### config.mk
export PLATFORM = sky130hd
export DESIGN_NAME = uart_receiver
export DESIGN_NICKNAME = d
export VERILOG_FILES = /design/src/rtl/uart_pkg.sv /design/src/rtl/uart_receiver_fifo.sv /design/src/rtl/uart_receiver.sv
export SDC_FILE = /design/constraint.sdc
export NUM_CORES = 1
export LEC_CHECK = 0
export CORE_ASPECT_RATIO = 1.2
export CORE_MARGIN = 4
export CORE_UTILIZATION = 35
export DETAILED_ROUTE_END_ITERATION = 8
export HOLD_SLACK_MARGIN = 0.08
export PLACE_DENSITY_LB_ADDON = 0.25
export REMOVE_ABC_BUFFERS = 1
export SLEW_MARGIN = 10
export SYNTH_ARGS = -nofsm -noshare
export SYNTH_HDL_FRONTEND = slang
export SYNTH_SLANG_ARGS = --single-unit
### constraint.sdc
create_clock -name clock -period 9 [get_ports clock]
set_clock_uncertainty 0.1 [all_clocks]
set_input_delay 1.8 -clock clock [delete_from_list [all_inputs] [get_ports clock]]
set_output_delay 1.8 -clock clock [all_outputs]
set_load 0.01 [all_outputs]
### src/rtl/uart_pkg.sv
// uart_pkg: shared types and helpers for the UART receive path.
// Baud selection, FSM states and receive-buffer depth.
package uart_pkg;

  typedef enum logic [1:0] {
    BAUD_9600   = 2'd0,
    BAUD_19200  = 2'd1,
    BAUD_57600  = 2'd2,
    BAUD_115200 = 2'd3
  } baud_select_t;

  typedef enum logic [1:0] {
    IDLE,
    START,
    DATA,
    STOP
  } rx_state_t;

  localparam int unsigned FIFO_DEPTH = 64;

  function automatic int unsigned baud_divisor(
    input int unsigned  clock_frequency,
    input baud_select_t select
  );
    int unsigned baud;
    baud = 9600;
    case (select)
      BAUD_9600:   baud = 9600;
      BAUD_19200:  baud = 19200;
      BAUD_57600:  baud = 57600;
      BAUD_115200: baud = 115200;
      default:     baud = 9600;
    endcase
    return clock_frequency / baud;
  endfunction

endpackage

### src/rtl/uart_receiver_fifo.sv
// uart_receiver_fifo: first-word-fall-through receive buffer.
// Head is visible combinationally; it reads as 0 when empty.
module uart_receiver_fifo
  import uart_pkg::*;
#(
  parameter  int unsigned DEPTH = FIFO_DEPTH,
  localparam int unsigned AW    = $clog2(DEPTH)
) (
  input  logic          clock,
  input  logic          reset,
  input  logic          push,
  input  logic [7:0]    push_data,
  input  logic          pop,
  output logic [7:0]    head_data,
  output logic [AW:0]   count,
  output logic          empty,
  output logic          full
);

  logic [7:0]    mem [DEPTH];
  logic [AW-1:0] wr_ptr;
  logic [AW-1:0] rd_ptr;
  logic          do_push;
  logic          do_pop;

  assign empty     = (count == '0);
  assign full      = (count == (AW+1)'(DEPTH));
  assign do_pop    = pop && !empty;
  assign do_push   = push && (!full || do_pop);
  assign head_data = empty ? 8'h00 : mem[rd_ptr];

  // Storage array, no reset needed since count gates visibility.
  always_ff @(posedge clock) begin
    if (do_push) mem[wr_ptr] <= push_data;
  end

  // Pointers wrap naturally; count tracks occupancy 0..DEPTH.
  always_ff @(posedge clock or posedge reset) begin
    if (reset) begin
      wr_ptr <= '0;
      rd_ptr <= '0;
      count  <= '0;
    end else begin
      if (do_push) wr_ptr <= wr_ptr + 1'b1;
      if (do_pop)  rd_ptr <= rd_ptr + 1'b1;
      case ({do_push, do_pop})
        2'b10:   count <= count + 1'b1;
        2'b01:   count <= count - 1'b1;
        default: count <= count;
      endcase
    end
  end

endmodule

### src/rtl/uart_receiver.sv
// uart_receiver: 8N1 serial receiver with selectable baud rate.
// Bytes land in a FWFT buffer; errors are one-cycle pulses.
module uart_receiver
  import uart_pkg::*;
#(
  parameter int unsigned CLOCK_FREQUENCY = 50_000_000,
  parameter int unsigned FIFO_DEPTH      = uart_pkg::FIFO_DEPTH
) (
  input  logic       clock,
  input  logic       reset,
  input  logic       data_in,
  input  logic       read_enable,
  input  logic [5:0] buffer_full_threshold,
  input  logic [1:0] baudrate_select,
  output logic [7:0] data_out,
  output logic       buffer_empty,
  output logic       buffer_full,
  output logic       frame_error,
  output logic       overrun
);

  localparam int unsigned DIV0 = baud_divisor(CLOCK_FREQUENCY, BAUD_9600);
  localparam int unsigned DIV1 = baud_divisor(CLOCK_FREQUENCY, BAUD_19200);
  localparam int unsigned DIV2 = baud_divisor(CLOCK_FREQUENCY, BAUD_57600);
  localparam int unsigned DIV3 = baud_divisor(CLOCK_FREQUENCY, BAUD_115200);
  localparam int unsigned CW   = $clog2(DIV0);
  localparam int unsigned AW   = $clog2(FIFO_DEPTH);

  function automatic logic [CW-1:0] full_load(input logic [1:0] sel);
    case (sel)
      2'd0:    return CW'(DIV0 - 1);
      2'd1:    return CW'(DIV1 - 1);
      2'd2:    return CW'(DIV2 - 1);
      default: return CW'(DIV3 - 1);
    endcase
  endfunction

  function automatic logic [CW-1:0] half_load(input logic [1:0] sel);
    case (sel)
      2'd0:    return CW'(DIV0 / 2 - 1);
      2'd1:    return CW'(DIV1 / 2 - 1);
      2'd2:    return CW'(DIV2 / 2 - 1);
      default: return CW'(DIV3 / 2 - 1);
    endcase
  endfunction

  rx_state_t     state;
  logic [1:0]    sel_q;
  logic [CW-1:0] cnt;
  logic [2:0]    bit_index;
  logic [7:0]    shreg;
  logic          sync1;
  logic          rx;
  logic          rx_prev;
  logic          tick;
  logic          push_req;
  logic [AW:0]   fifo_count;
  logic          fifo_full;

  assign tick     = (cnt == '0);
  assign push_req = (state == STOP) && tick && rx;
  assign buffer_full = fifo_count >= (AW+1)'(buffer_full_threshold);

  // Two-flop synchronizer plus previous sample for edge detection.
  always_ff @(posedge clock or posedge reset) begin
    if (reset) begin
      sync1   <= 1'b1;
      rx      <= 1'b1;
      rx_prev <= 1'b1;
    end else begin
      sync1   <= data_in;
      rx      <= sync1;
      rx_prev <= rx;
    end
  end

  // Frame FSM with bit-period down-counter and registered pulses.
  always_ff @(posedge clock or posedge reset) begin
    if (reset) begin
      state       <= IDLE;
      sel_q       <= '0;
      cnt         <= '0;
      bit_index   <= '0;
      shreg       <= '0;
      frame_error <= 1'b0;
      overrun     <= 1'b0;
    end else begin
      frame_error <= 1'b0;
      overrun     <= 1'b0;
      if (!tick) cnt <= cnt - 1'b1;
      case (state)
        IDLE: begin
          if (rx_prev && !rx) begin
            sel_q <= baudrate_select;
            cnt   <= half_load(baudrate_select);
            state <= START;
          end
        end
        START: begin
          if (tick) begin
            if (!rx) begin
              cnt       <= full_load(sel_q);
              bit_index <= '0;
              state     <= DATA;
            end else begin
              state <= IDLE;
            end
          end
        end
        DATA: begin
          if (tick) begin
            shreg <= {rx, shreg[7:1]};
            cnt   <= full_load(sel_q);
            if (bit_index == 3'd7) state <= STOP;
            else bit_index <= bit_index + 1'b1;
          end
        end
        STOP: begin
          if (tick) begin
            if (!rx) frame_error <= 1'b1;
            else if (fifo_full && !read_enable) overrun <= 1'b1;
            state <= IDLE;
          end
        end
        default: state <= IDLE;
      endcase
    end
  end

  uart_receiver_fifo #(
    .DEPTH (FIFO_DEPTH)
  ) u_fifo (
    .clock     (clock),
    .reset     (reset),
    .push      (push_req),
    .push_data (shreg),
    .pop       (read_enable),
    .head_data (data_out),
    .count     (fifo_count),
    .empty     (buffer_empty),
    .full      (fifo_full)
  );

endmodule

# == Yosys cells after proc, flatten, opt, wreduce, memory -nomap -nowiden ==
# Memories as Yosys holds them, arrays and structs flattened.
# Index checks and enable logic that the tools add are counted.
# Widths: inputs -> output; s select.
# word_totals
ramBits,512
in_bits,12
output_inout_bits,12
memories,1
ff_bits,52
elab_cells,92
# classes
n_lt_le_gt_ge,1
n_mux,31
n_reduce_logical,22
eq_ne,18
addsub,6
# memory_table
name,depth,word_bits,read_ports,rd_clocked_by_memory_dff,write_ports,line_no,source
u_fifo.mem,64,8,1,0,1,uart_receiver_fifo.sv:20,logic [7:0] mem [DEPTH];
# ops
cell,count
$pmux 13 s3,2
$mux 13,5
$pmux 12 s3,1
$ne 2x2->1 const B,7
$pmux 7 s2,1
$logic_not 13->1,1
$sub 13x1->13 const B,1
$add 6x1->6 const B,2
$mux 2,6
$mux 3,4
$eq 2x2->1 const B,5
$reduce_and 5->1,2
$mux 1,9
$eq 2x1->1 const B,4
$mux 8,1
$pmux 2 s4,1
$add 7x1->7 const B,1
$eq 7x7->1 const B,1
$ge 7x6->1,1
$logic_not 7->1,1
$sub 7x1->7 const B,1
$logic_and 1x1->1,6
$logic_not 2->1,3
$pmux 3 s2,1
other kinds (6),11

# == Logic depth before layout (Yosys ltp) ==
# Gate-level depths: netlist of run 1.
# logic_depth
depth_word,7
ltp_mapped,14
ltp_nobuf,13

# == By module ==
# From an unflattened synthesis of run 1, not the netlist that was laid out.
# hier_totals
hier_cells,1245
area_unflattened_um2,23093.4
# modules_own_cells
module,seq_area_each_um2,area_per_inst_um2,n_inst,cells_per_inst
uart_receiver_fifo,15850.2,20893.8,1,1006
uart_receiver,829.5,2199.6,1,239

# == Least setup slack after synthesis of run 1 ==
# Ideal clock, no wire load.
# synth_timing
path_kind,input -> output
from,input port buffer_full_threshold[0]
to,output port buffer_full
n_path_buf,0
path_slack_ps,4190
arrival_time_ps,2910
required_ps,7100
stages,7
cell_sequence,ha_1 nand2b_1 a21oi_1 nor2b_1 o21ai_0 a21oi_1 or3_1
# synth_between
elab_chain_cells,1
# synth_lines
element,line_no,source
"start, declared",uart_receiver.sv:13,"input logic [5:0] buffer_full_threshold,"
$ge 7x6->1,uart_receiver.sv:62,assign buffer_full = fifo_count >= (AW+1)'(buffer_full_threshold);
"end, declared",uart_receiver.sv:17,"output logic buffer_full,"
# No other way between the ends.

# == Final worst setup path of run 1 ==
# layout_timing
from,register u_fifo.rd_ptr[1]
to,output port data_out[6]
# layout_between
elab_chain_cells,2
# layout_lines
element,line_no,source
"start, declared",uart_receiver_fifo.sv:22,logic [AW-1:0] rd_ptr;
"start signal, assigned",uart_receiver_fifo.sv:45,if (do_pop) rd_ptr <= rd_ptr + 1'b1;
$mem_v2 64x8,n/a,
$mux 8,uart_receiver_fifo.sv:30,assign head_data = empty ? 8'h00 : mem[rd_ptr];
"end, declared",uart_receiver.sv:15,"output logic [7:0] data_out,"
# No other way between the ends.

==> impl_metrics.env, run 1 <==
export IMPL_outcome="finished, final reports clean"
export IMPL_ys_ff_latch=564
export IMPL_criticalPathCategory="reg2out"
export IMPL_wl_per_cell_um=23.9
export IMPL_port_buffers=23
export IMPL_rr_worst_depth=7
export IMPL_hp_start="sync1"
export IMPL_ctsResizeCount=0
export IMPL_clock_sinks=564
export IMPL_drive_gt1_frac=0.207
export IMPL_grt_max_degree=80
export IMPL_period_share=0.688
export IMPL_syn_area_per_cell_um2=18.7
export IMPL_synth_cell_types=67
export IMPL_cp_slowest_cell="dfrtp_4"
export IMPL_cts_hold_buffers=0
export IMPL_totalWireLength_um=51000
export IMPL_min_period_ns=6.19
export IMPL_synth_mux_area_fraction=0.136
export IMPL_setup_violations=0
export IMPL_min_path_type="reg2reg"
export IMPL_layout_nets=1291
export IMPL_initial_core_util=0.354
export IMPL_worst_path_most_repeated_cell="a21oi_1"
export IMPL_critPathMaxFanout=79
export IMPL_synth_edf_count=512
export IMPL_antenna_cells=0
export IMPL_synth_xor_area_frac=0.00882
export IMPL_ios=24
export IMPL_syn_inst=1219
export IMPL_yosys_warnings=0
export IMPL_grt_pass1_wl_um=77000
export IMPL_drt_iter0_drc=1186
export IMPL_cp_top_family="compound AO/OA/AOI/OAI gates"
export IMPL_synthAdderAreaFrac=0.0162
export IMPL_core_area_mm2=0.0646
export IMPL_worstPathRequired_ns=7.10
export IMPL_finalHoldWorstSlack_ns=0.258
export IMPL_gp_congestion=0.803
export IMPL_maxSlewViolCount=0
export IMPL_synth_compound_area_frac=0.0465
export IMPL_grt_antenna_before_repair=0
export IMPL_critPathLaunchType="flop"
export IMPL_yosysTopAreaCellShare=0.673
export IMPL_grt_overflow_total=0
export IMPL_whs_path_depth=0
export IMPL_synth_most_common_cell="edfxtp_1"
export IMPL_route_vias_total=11500
export IMPL_r2r_slack_ns=4.72
export IMPL_synth_top_family_by_area="multiplexers"
export IMPL_synth_commonest_cells="512 x edfxtp_1, 127 x mux4_2, 90 x nor2_1"
export IMPL_timing_final_ws_setup_ns=2.81
export IMPL_worst_pin_slew_ns=1.19
export IMPL_dpl_worst_slack_ns=3.24
export IMPL_vias_per_cell=5.40
export IMPL_ys_seq_area_frac=0.730
export IMPL_htree_levels=2
export IMPL_yosys_area_share_simple=0.0472
export IMPL_die_w_um=241
export IMPL_cts_made_buffers=59
export IMPL_drt_first_pass_iters=5
export IMPL_endpoint_kind="output pin"
export IMPL_die_h_um=288
export IMPL_path_cells="buf_12, mux4_2, a22oi_1, a21oi_1, a21oi_1, o221ai_1, clkdlybuf4s50_1"
export IMPL_arrival_ns=4.29
export IMPL_fmax_mhz=161
export IMPL_synth_area_top_cells="edfxtp_1 67%, mux4_2 13%, dfrtp_1 5.4%"
export IMPL_track_usage=0.148
export IMPL_slew_headroom=0.208
export IMPL_cap_violations=0
export IMPL_cp_slowest_stage_delay_ns=0.93
export IMPL_final_hold_viol_count=0
export IMPL_die_area_mm2=0.0694
export IMPL_grt_pass1_vias=12000
export IMPL_hold_path_end="rx"
export IMPL_rsz0062_at_grt="false"
export IMPL_dp_hpwl_um=30100
export IMPL_post_cts_setup_buffers=0
export IMPL_synth_ff_type="edfxtp_1"
export IMPL_power_density_mw_per_mm2=263
export IMPL_antenna_left=0
export IMPL_synth_top_area_cell="edfxtp_1"
export IMPL_r2r_start="cnt[0]"
export IMPL_row_count=102
export IMPL_synth_area_mm2=0.0228
export IMPL_cts_tree="yes"
export IMPL_clkLatencyLatePin_ns=0.61
export IMPL_r2r_end="u_fifo.mem[4][1]"
export IMPL_setup_tns_ns=0
export IMPL_syn2layout_area_growth_pct=13.3
export IMPL_vdd_ir_drop_max_v=0.000169
export IMPL_path_buf_inv=2
export IMPL_postSynth_asyncResetShare=0.0922
export IMPL_clock_path_buffers=3
export IMPL_cts_root_buf="clkbuf_16"
export IMPL_clk_pin_slew_worst_paths_ns=0.06
export IMPL_drc=0
export IMPL_p_leak_nw=8.53
## state kept, by name, summed over array words and instances, names as in the netlist, named ones only
signal	flops
rx	1
overrun	1
frame_error	1
u_fifo.rd_ptr	6
cnt	13
u_fifo.count	7
state	1
rx_prev	1
bit_index	3
u_fifo.wr_ptr	6
u_fifo.mem	512
sync1	1
shreg	8
sel_q	2
## cell type report
cell class              count  area (µm²)
repair buffers             33         330
clock buffers              79        1630
flip-flops and latches    564       16700
fillers                  5828       38700
inverters                  17        63.8
clock inverters            33         259
multi-input cells         575        5850
well taps                 832        1040
## routing by layer
layer / global-route usage / wire (µm)
met1: 0.199 / 21200
met5: 0 / 0
met3: 0.0258 / 2710
met4: 0.0452 / 1480
met2: 0.248 / 25600
## cells in the final DEF, fill, tap and decap left out, types with 5 or more instances in the layout
cell	n
edfxtp_1	512
mux4_2	127
nor2_1	89
clkbuf_16	61
nand2_1	48
dfrtp_1	39
a21oi_1	34
a22oi_1	30
ha_1	28
o21ai_0	24
clkdlybuf4s50_1	23
mux2_2	17
xnor2_1	16
inv_1	16
a22o_1	14
clkbuf_1	14
nand3_1	12
a221oi_1	12
clkinv_1	12
clkinv_2	11
nor3_1	9
nand2b_1	8
o221ai_1	8
buf_4	8
dfrtp_2	8
xor2_1	7
o211ai_1	6
nor2b_1	6
or3_1	6
mux2i_1	6
nand3b_1	5
and2_1	5
nand4_1	5
## cell families (layout without fill, tap and decap cells)
| kind of cell | count (synthesis) | in the layout |
|---|---|---|
| muxes | 150 | 150 |
| adders and majority gates | 29 | 29 |
| AOI/OAI and AO/OA | 153 | 153 |
| buffers and inverters | 80 | 162 |
| xor gates and xnor gates | 23 | 23 |
| DFF | 564 | 564 |
| and+or+nand+nor | 220 | 220 |
## worst register-to-register path: cells and delay by family, from the launching register on
family | cells | cell delay, ns
and+or+nand+nor | 5 | 3.09
buffers and inverters | 1 | 0.12
DFF | 1 | 0.42
adders and majority gates | 1 | 0.16
## metrics by stage
stage | area, µm² | util | total power [mW] | instances
final | 25900 | 0.401 | 6.81 | 2133
after global routing | 25900 | 0.401 | 7.11 | 2133
after CTS | 25900 | 0.401 | 6.89 | 2133
after detailed placement | 24000 | 0.371 | 4.53 | 2021
after global placement | 24000 | 0.371 | 4.53 | 2021
after floorplan | 22600 | - | 4.05 | 1156
## worst max-delay path by stage
stage / startpoint / to / cells after the start
2_1_floorplan: u_fifo.rd_ptr[0] / data_out[7] / 4
3_3_place_gp: buffer_full_threshold[0] / buffer_full / 9
3_5_place_dp: buffer_full_threshold[0] / buffer_full / 9
5_1_grt: u_fifo.rd_ptr[0] / data_out[1] / 8
4_1_cts: u_fifo.rd_ptr[1] / data_out[6] / 7
6_report: u_fifo.rd_ptr[1] / data_out[6] / 7
## report_power, final
part | switching (mW) | internal (mW)
Combinational | 0.777 | 0.599
Clock | 0.999 | 1.36
Sequential | 0.184 | 2.88
Note: power is estimated with default switching activity, not from simulation.
==> inputs of run 2 (changes only) <==
- clock period: 9 -> 5.6 ns (I/O delays scaled with it)
==> run 2 against run 1 <==
  * Routed wire length is 4.8% higher
  * Count of clock-buffer cells in the layout is 1 lower
  * Cell count is 2.8% higher
  * First-iteration DRC count is 21% lower
  * Sequential cell count stayed put
  * Via count is 1.6% higher
  * Power is 64% higher
  * Critical path type unchanged
  * Largest power group unchanged
  * Highest routed layer unchanged
==> impl_metrics.env, run 2 (synthesis results as in run 1) <==
export IMPL_p_leak_nw=8.90
export IMPL_dp_hpwl_um=32800
export IMPL_cp_slowest_stage_delay_ns=0.67
export IMPL_cp_top_family="buffers and inverters"
export IMPL_clk_pin_slew_worst_paths_ns=0.06
export IMPL_r2r_start="u_fifo.count[1]"
export IMPL_row_count=102
export IMPL_totalWireLength_um=53400
export IMPL_antenna_cells=0
export IMPL_die_w_um=241
export IMPL_grt_pass1_vias=12300
export IMPL_cts_root_buf="clkbuf_16"
export IMPL_top_register="u_fifo.mem"
export IMPL_layout_nets=1350
export IMPL_htree_levels=2
export IMPL_hp_start="sync1"
export IMPL_layout_common_cells="512 x edfxtp_1, 127 x mux4_2, 89 x nor2_1, 66 x buf_4, 59 x clkbuf_16"
export IMPL_rr_worst_depth=11
export IMPL_stdcell_count=2192
export IMPL_ctsResizeCount=0
export IMPL_cap_violations=0
export IMPL_power_density_mw_per_mm2=423
export IMPL_fin_util=0.409
export IMPL_arrival_ns=3.92
export IMPL_grt_pass1_wl_um=80000
export IMPL_cts_made_buffers=59
export IMPL_die_area_mm2=0.0694
export IMPL_whs_path_depth=0
export IMPL_reg_largest_list="u_fifo.mem x512, cnt x13, shreg x8"
export IMPL_fmax_mhz=195
export IMPL_clock_sinks=564
export IMPL_drive_gt1_frac=0.242
export IMPL_drc=0
export IMPL_route_vias_total=11700
export IMPL_syn2layout_area_growth_pct=15.6
export IMPL_grt_overflow_total=0
export IMPL_min_path_type="reg2reg"
export IMPL_worst_pin_slew_ns=1.14
export IMPL_path_cells="buf_12, mux4_2, a22oi_1, nand2_1, a21oi_1, o221ai_1, clkdlybuf4s50_1"
export IMPL_wl_per_cell_um=24.4
export IMPL_cp_slowest_cell="dfrtp_4"
export IMPL_path_buf_inv=2
export IMPL_final_common_cell="edfxtp_1"
export IMPL_n_fill_cell=5782
export IMPL_gp_congestion=0.772
export IMPL_final_hold_viol_count=0
export IMPL_dpl_cell_count=2080
export IMPL_worstPathRequired_ns=4.38
export IMPL_clock_path_buffers=3
export IMPL_die_h_um=288
export IMPL_track_usage=0.155
export IMPL_crit_path_start="u_fifo.rd_ptr[0]"
export IMPL_core_area_mm2=0.0646
export IMPL_largest_reg_flops=512
export IMPL_post_cts_setup_buffers=0
export IMPL_vdd_ir_drop_max_v=0.000300
export IMPL_criticalPathCategory="reg2out"
export IMPL_min_period_ns=5.14
export IMPL_clkLatencyLatePin_ns=0.63
export IMPL_outcome="finished, final reports clean"
export IMPL_critPathMaxFanout=48
export IMPL_ios=24
export IMPL_initial_core_util=0.354
export IMPL_grt_max_degree=67
export IMPL_slew_headroom=0.236
export IMPL_port_buffers=23
export IMPL_setup_violations=0
export IMPL_grt_antenna_before_repair=0
export IMPL_cts_hold_buffers=0
export IMPL_maxSlewViolCount=0
export IMPL_antenna_left=0
export IMPL_drt_first_pass_iters=5
export IMPL_cp_depth=7
export IMPL_rsz0062_at_grt="false"
export IMPL_period_share=0.918
export IMPL_critPathLaunchType="flop"
export IMPL_cts_tree="yes"
export IMPL_vias_per_cell=5.34
export IMPL_endpoint_kind="output pin"
export IMPL_drt_iter0_drc=933
[run 2: per-stage QoR]
| step | setup TNS (ns) | area (µm²) | setup WS, ns | total power, mW | hold slack [ns] |
|---|---|---|---|---|---|
| finish | 0 | 26400 | 0.460 | 11.2 | 0.256 |
| global route | 0 | 26400 | 0.218 | 11.7 | 0.265 |
| CTS | 0 | 26400 | 0.371 | 11.3 | 0.255 |
| detailed placement | 0 | 24400 | 1.00 | 7.32 | 0.247 |
| global placement | 0 | 24400 | 1.04 | 7.31 | 0.245 |
| floorplan | -17.60 | 22600 | -2.20 | 6.51 | 0.245 |
[run 2: final timing paths]
path	endpoint	slack [ns]
max reg2reg	u_fifo.count[6]	1.44
min	rx	0.26
min in group asynchronous	u_fifo.count[1]	0.90
max	data_out[0]	0.46
min reg2reg	rx	0.26
max in group asynchronous	rx	3.68
[run 2: final cells by class]
cell class	count	area, µm²	share of cell area
timing repair buffer	92	786	0.0298
clock inverter	34	415	0.0157
inverter	17	63.8	0.00242
tap	832	1040	0.0394
multi-input combinational	575	5840	0.221
clock buffer	78	1560	0.0590
sequential	564	16700	0.632
[run 2: layer usage]
metal,GRT usage,share of wire,vias up
met3,0.0247,0.048,100
met4,0.0527,0.033,0
met2,0.258,0.50,319
met1,0.208,0.42,6158
li1,-,-,5129
met5,0,0,-
[run 2: report_power, final]
group          total (mW)  switching [mW]  internal (mW)
sequential           4.87           0.234           4.64
combinational        2.32            1.31           1.01
clock                3.99            1.65           2.34
total                11.2            3.20           7.98
==> inputs of run 3 (changes only) <==
- SKIP_CTS_REPAIR_TIMING: unset -> 1
==> results of run 3 <==
The final DEF is identical to that of run 2; final timing and power are the same.
